--- config.mk ---
export PLATFORM = sky130hd
export DESIGN_NAME = node_activity_monitor
export DESIGN_NICKNAME = d
export VERILOG_FILES = /design/src/rtl/node_activity_monitor.sv
export SDC_FILE = /design/constraint.sdc
export NUM_CORES = 1
export LEC_CHECK = 0
export ABC_CLOCK_PERIOD_IN_PS = 1800
export BUFFER_PORTS_ARGS = -buffer_cell sky130_fd_sc_hd__buf_2
export CAP_MARGIN = 10
export CORE_UTILIZATION = 51
export DETAILED_ROUTE_END_ITERATION = 6
export GPL_TIMING_DRIVEN = 0
export PLACE_DENSITY_LB_ADDON = 0.25
export SETUP_SLACK_MARGIN = 0.2
export SLEW_MARGIN = 10
export SYNTH_ARGS = -nofsm -noshare
export SYNTH_HDL_FRONTEND = slang
export SYNTH_SLANG_ARGS = --single-unit
--- constraint.sdc ---
create_clock -name I1470_clk -period 1.8 [get_ports I1470_clk]
set_input_delay 0.09 -clock I1470_clk [delete_from_list [all_inputs] [get_ports I1470_clk]]
set_output_delay 0.09 -clock I1470_clk [all_outputs]
set_load 0.05 [all_outputs]
--- src/rtl/node_activity_monitor.sv ---
// Window-based activity monitor for one internal netlist node: counts logic-1 cycles and
// toggles, then flags rare activation. Optional macro NODE_ACT_STUCK_DETECT_EN adds a zero-toggle verdict.
module node_activity_monitor #(
  parameter int WINDOW   = 1024,
  parameter int CNT_W    = 11,
  parameter int RARE_THR = 8
) (
  input  logic             I1470_clk,
  input  logic             I1477_rst,
  input  logic             start,
  input  logic             node_in,
  output logic             busy,
  output logic             res_valid,
  input  logic             res_ready,
  output logic [CNT_W-1:0] ones_cnt,
  output logic [CNT_W-1:0] tog_cnt,
  output logic             rare_flag,
  output logic             stuck_flag
);

  localparam logic [CNT_W-1:0] CNT_ZERO = {CNT_W{1'b0}};
  localparam logic [CNT_W-1:0] CNT_ONE  = {{(CNT_W-1){1'b0}}, 1'b1};
  localparam logic [CNT_W-1:0] CNT_MAX  = {CNT_W{1'b1}};
  localparam logic [CNT_W-1:0] LAST_IDX = CNT_W'(WINDOW - 1);
  localparam logic [CNT_W-1:0] LO_THR   = CNT_W'(RARE_THR);
  localparam logic [CNT_W-1:0] HI_THR   = CNT_W'(WINDOW - RARE_THR);

  typedef enum logic [1:0] {
    IDLE   = 2'd0,
    SAMPLE = 2'd1,
    HOLD   = 2'd2
  } state_t;

  state_t           state_r;
  logic [CNT_W-1:0] win_r;
  logic [CNT_W-1:0] ones_r;
  logic [CNT_W-1:0] tog_r;
  logic             prev_r;
  logic             first_r;
  logic             busy_r;
  logic             valid_r;
  logic             rare_r;
  logic [CNT_W-1:0] ones_nxt_s;
  logic [CNT_W-1:0] tog_nxt_s;
  logic             toggle_s;
  logic             rare_nxt_s;
`ifdef NODE_ACT_STUCK_DETECT_EN
  logic             stuck_r;
  logic             stuck_nxt_s;
`endif

  // Next counter values for the current sample, saturating, plus the verdicts they imply
  always_comb begin
    toggle_s   = 1'b0;
    ones_nxt_s = ones_r;
    tog_nxt_s  = tog_r;
    rare_nxt_s = 1'b0;
    // The first sample has no predecessor, so it can never be a toggle
    if (!first_r && (node_in != prev_r)) begin
      toggle_s = 1'b1;
    end else begin
      toggle_s = 1'b0;
    end
    if (node_in && (ones_r != CNT_MAX)) begin
      ones_nxt_s = ones_r + CNT_ONE;
    end else begin
      ones_nxt_s = ones_r;
    end
    if (toggle_s && (tog_r != CNT_MAX)) begin
      tog_nxt_s = tog_r + CNT_ONE;
    end else begin
      tog_nxt_s = tog_r;
    end
`ifdef NODE_ACT_STUCK_DETECT_EN
    stuck_nxt_s = (tog_nxt_s == CNT_ZERO);
    rare_nxt_s  = (ones_nxt_s < LO_THR) || (ones_nxt_s > HI_THR) || stuck_nxt_s;
`else
    rare_nxt_s  = (ones_nxt_s < LO_THR) || (ones_nxt_s > HI_THR);
`endif
  end

  // Measurement FSM with counters and registered result outputs
  always_ff @(posedge I1470_clk) begin
    if (I1477_rst) begin
      state_r <= IDLE;
      win_r   <= CNT_ZERO;
      ones_r  <= CNT_ZERO;
      tog_r   <= CNT_ZERO;
      prev_r  <= 1'b0;
      first_r <= 1'b0;
      busy_r  <= 1'b0;
      valid_r <= 1'b0;
      rare_r  <= 1'b0;
`ifdef NODE_ACT_STUCK_DETECT_EN
      stuck_r <= 1'b0;
`endif
    end else begin
      case (state_r)
        IDLE: begin
          if (start) begin
            state_r <= SAMPLE;
            win_r   <= CNT_ZERO;
            ones_r  <= CNT_ZERO;
            tog_r   <= CNT_ZERO;
            prev_r  <= 1'b0;
            first_r <= 1'b1;
            busy_r  <= 1'b1;
            rare_r  <= 1'b0;
`ifdef NODE_ACT_STUCK_DETECT_EN
            stuck_r <= 1'b0;
`endif
          end
        end
        SAMPLE: begin
          ones_r  <= ones_nxt_s;
          tog_r   <= tog_nxt_s;
          prev_r  <= node_in;
          first_r <= 1'b0;
          if (win_r == LAST_IDX) begin
            state_r <= HOLD;
            win_r   <= CNT_ZERO;
            valid_r <= 1'b1;
            rare_r  <= rare_nxt_s;
`ifdef NODE_ACT_STUCK_DETECT_EN
            stuck_r <= stuck_nxt_s;
`endif
          end else begin
            win_r <= win_r + CNT_ONE;
          end
        end
        HOLD: begin
          // Results stay frozen until the collector takes them; start is ignored here
          if (res_ready) begin
            state_r <= IDLE;
            valid_r <= 1'b0;
            busy_r  <= 1'b0;
          end
        end
        default: begin
          state_r <= IDLE;
          busy_r  <= 1'b0;
          valid_r <= 1'b0;
        end
      endcase
    end
  end

  assign busy      = busy_r;
  assign res_valid = valid_r;
  assign ones_cnt  = ones_r;
  assign tog_cnt   = tog_r;
  assign rare_flag = rare_r;
`ifdef NODE_ACT_STUCK_DETECT_EN
  assign stuck_flag = stuck_r;
`else
  assign stuck_flag = 1'b0;
`endif

endmodule

### Word-level counts from Yosys, hierarchy flattened

Index checks and enable logic that the tools add are counted.

* add/subtract/negate cells: 3
* $lt $le $gt $ge: 2
* equality and inequality tests: 10
* mux-type cells: 22
* bitwise logic cells: 2
* reductions and logical operators: 13

Operators with widths (number)
* $pmux W11 S2: 3
* $mux W11: 4
* $add A11 B1 Y11 const B: 3
* $ne A11 B11 Y1 const B: 2
* $reduce_and A3 Y1: 5
* $eq A11 B10 Y1 const B: 1
* $gt A11 B10 Y1 const B: 1
* $lt A11 B4 Y1 const B: 1
* $ne A2 B2 Y1 const B: 4
* $mux W1: 6
* $mux W2: 3
* $pmux W1 S2: 3
* $pmux W1 S3: 2
* $pmux W2 S3: 1
* $logic_and A1 B1 Y1: 3
* $eq A2 B1 Y1 const B: 1
* $eq A2 B2 Y1 const B: 1
* $logic_not A2 Y1: 1
* $not A1 Y1: 2
* $reduce_and A2 Y1: 1
* $reduce_bool A2 Y1: 1
* $logic_not A1 Y1: 1
* $logic_or A1 B1 Y1: 1
* $ne A1 B1 Y1: 1

* flip-flop bits (word level): 40
* bits of input ports: 5
* output and inout bits: 26

### Longest topological paths before layout

* depth in word-level cells: 7
* gate-level depth with buffers: 8

### Least setup slack after synthesis

No wires, ideal clock.

* path type: flip-flop to flip-flop
* start point: reg ones_r[0] (netlist: ones_cnt[0])
* end point: reg rare_r (netlist: rare_flag)
* arrival time: 2.167 ns
* path slack: -0.494 ns
* stages on the path, launching flop included: 8
* buffers on the path: 0
* period minus slack after synthesis: 2.294 ns
* path through: dfxtp_1 ha_1 and3_1 nand3_2 nor4b_2 xor2_1 nor4bb_1 or3_1

* cells in the longest elaborated chain, start to end: 7

RTL lines
* start: declaration: RTL line 36 `logic [CNT_W-1:0] ones_r;`
* start signal: assignment: RTL line 115 `ones_r <= ones_nxt_s;`
* parallel branches: the longest is 2 deep, another holds $add A11 B1 Y11
* $mux W11 (*): RTL line 64 `if (node_in && (ones_r != CNT_MAX)) begin`
* $lt A11 B4 Y1 / $gt A11 B10 Y1 (equally long branches): RTL line 78 `rare_nxt_s = (ones_nxt_s < LO_THR) || (ones_nxt_s > HI_THR);`
* $logic_or A1 B1 Y1 (*): RTL line 78
* $mux W1 (*): RTL line 119 `if (win_r == LAST_IDX) begin`
* $pmux W1 S2 (*): RTL line 98 `case (state_r)`
* end signal: assignment: RTL line 123 `rare_r <= rare_nxt_s;`
* end: declaration: RTL line 42 `logic rare_r;`

Every way passes the cells marked *. The select of a mux whose other input is x is not followed.
A chain may end at the register's enable or synchronous reset.

### Final worst setup path

Same ends and word-level chain as after synthesis.

==> metrics.yaml <==
status: "finished, violations left"
violations: "negative setup slack"
cts_root_buffer: "clkbuf_8"
dieArea_um2: 4450
ys.flop_type: "dfxtp_1"
yosys-top-cells-area: "dfxtp_1 (38%), nor2_1 (7.4%), xnor2_1 (4.1%)"
place_ws_ns: -0.342
synthesis.nets: 261
synth_commonest_cells: "nor2_1 (42), dfxtp_1 (40), a21oi_1 (16)"
grt_max_degree: 14
syn_inst: 253
tns_ns: -0.0967
p_sw_share_pct: 27.3
die_x_um: 66.7
drv_slew: 0
fill_cells: 252
coreArea_um2: 4000
cp-end-kind: "flip-flop"
p_leak_nw: 1.25
tightest_slew_ns: 0.502
finClkSkew_ns: 0.00692
synth.distinct_cells: 50
intPower_mw: 1.39
ctsHoldBuffers: 0
avgViaCountPerCell: 5.79
nets: 329
hpwl_um: 3580
htree_levels: 2
path_cells: "ha_4 -> nand4_1 -> nor2_4 -> buf_6 -> xor2_1 -> nand4b_1 -> nor4bb_1 -> or3_1"
fmax_mhz: 527
routed_wirelength_um: 6070
yosys.cell_count.top_type: "nor2_1"
power.share.clock_pct: 38.1
place.gp.congestion: 0.883
period_share_pct: 105
critPathBufInv: 1
row_count: 23
cp.depth: 8
ios: 31
hold_path_depth: 2
die_h_um: 66.7
finalHoldViolCount: 0
firstDrtPassIters: 5
ir_worst_vdd_v: 0.000437
power_switching_mw: 0.520
grt_overflow: 0
critPathKind: "reg -> reg"
synth_area_per_cell_um2: 8.44
rr_worst_depth: 8
portBuffers: 28
hp-class: "in -> reg"
diodes: 0
yosysSeqAreaShare_pct: 37.5
syn-cell-area_um2: 2130
wl_per_cell_um: 16.3
critPathLaunchType: "flip-flop"
ys_ff_latch: 40
grt_pass1_vias: 1869
cpPeakStageDelay_ns: 0.38
drc: 0
synth.top_cell.area_share_pct: 37.5
antenna_found_initial: 0
final_layout_size_suffix_gt1_share_pct: 47.2
instances_no_fill: 372
first_iter_violations: 158
clk_path_buf_depth: 2
post-route-cell-area_um2: 3080
clk_pin_slew_ns: 0.08
rsz0062_at_grt: "true"
cellPowerDensity_nw_per_um2: 620
yosysWarningCount: 0
critical-path-top-delay-family: "simple AND/OR/NAND/NOR gates"
synth_area_leader_cell: "dfxtp_1"
relSlewSlack_pct: 66.5
num_vias: 2153
cts_buffers: 5
final.setup.worst_slack_ns: -0.0967
setup_viol: 1
dp.cells: 331
grt_pass1_wl_um: 8940
cpMaxStageDelayCell: "dfxtp_4"
required_ns: 2.04
synthArstFlopShare_pct: 0
start_util_pct: 53.4
cts_tree: "yes"
min_period_ns: 1.90
synth_edf_count: 0
ant_nets: 0
clk_latency_ns: 0.29
cp.arrival_ns: 2.13
clock-sinks: 40
area_growth_pct: 44.1
critPathMaxFanout: 7
p_comb_share_pct: 14.6
grt_usage_pct: 26.7
cap_violations: 0
p_seq_share_pct: 47.3
place_area_um2: 2470
[power groups by stage]
stage	clock, mW	combinational (mW)	sequential, mW
2_1_floorplan	0	0.122	0.946
3_3_place_gp	0	0.192	0.921
3_5_place_dp	0	0.194	0.921
4_1_cts	0.731	0.238	0.899
5_1_grt	0.780	0.298	0.904
6_report	0.727	0.278	0.901
[cell families (layout without fill, tap and decap cells)]
logic type / after synthesis / in the layout / share of synthesized area (%)
AOI/OAI and AO/OA: 47 / 47 / 15.4
buffers and inverters: 20 / 89 / 4.69
and+or+nand+nor: 121 / 121 / 31.7
xor gates and xnor gates: 19 / 19 / 7.80
muxes: 2 / 2 / 0.938
adders and majority gates: 3 / 3 / 1.76
DFF: 40 / 40 / 37.5
other: 1 / 1 / 0.176
[cell type report]
cell class / count / area (um^2) / area share [%]
Buffer: 15 / 115 / 3.74
Tap cell: 50 / 62.6 / 2.03
Inverter: 5 / 18.8 / 0.610
Clock buffer: 7 / 108 / 3.50
Timing Repair Buffer: 61 / 407 / 13.2
Clock inverter: 1 / 8.76 / 0.285
Multi-Input combinational cell: 193 / 1480 / 48.3
Sequential cell: 40 / 872 / 28.4
[worst paths after layout]
kind	slack (ns)	start	endpoint
worst max-delay path	-0.1	ones_cnt[0]	rare_flag
worst max register to register	-0.1	ones_cnt[0]	rare_flag
worst min-delay path	0.06	I1477_rst	ones_cnt[2]
worst min register to register	0.48	ones_cnt[0]	ones_cnt[0]
[through the flow]
stage	hold slack (ns)	util, %	power (mW)
6_report	0.0590	76.9	1.91
5_1_grt	0.0784	76.9	1.98
4_1_cts	0.0440	72.1	1.87
3_5_place_dp	0.353	61.8	1.12
3_3_place_gp	0.345	61.8	1.11
2_1_floorplan	0.282	-	1.07
[metal layers]
| layer | GRT usage [%] | vias up | wire length, um |
|---|---|---|---|
| li1 | - | 1041 | - |
| met1 | 37.6 | 993 | 2580 |
| met2 | 40.8 | 113 | 2930 |
| met3 | 5.48 | 6 | 527 |
| met4 | 7.45 | 0 | 37 |
| met5 | 0 | - | 0 |
[sequential cells by signal (all words and copies together) (netlist names)]
register   flops
state_r        2
ones_cnt      11
busy           1
rare_flag      1
res_valid      1
tog_cnt       11
win_r         11
first_r        1
prev_r         1
[cells in the final DEF, fill, tap and decap left out, types with 5 or more instances in the layout]
cell,synthesis,layout
nor2_1,42,41
buf_4,3,32
buf_2,4,28
a21oi_1,16,15
dfxtp_4,0,15
nand2_1,15,13
dfxtp_1,40,13
dfxtp_2,0,12
nand3_1,11,9
xnor2_1,10,9
buf_6,1,7
xor2_1,9,6
a22oi_1,8,6
clkbuf_8,0,6
clkbuf_2,1,5
inv_1,5,5
and3_1,6,5
a31oi_1,5,5
nor3_4,0,5
[repair_timing]
item | CTS | global route
cloned | 1 | 0
gates resized for setup | 29 | 29
setup buffers | 21 | 11
pin swaps | 18 | 21
endpoints found under the setup margin | 32 | 29
Power figures use the tool's default switching activity.
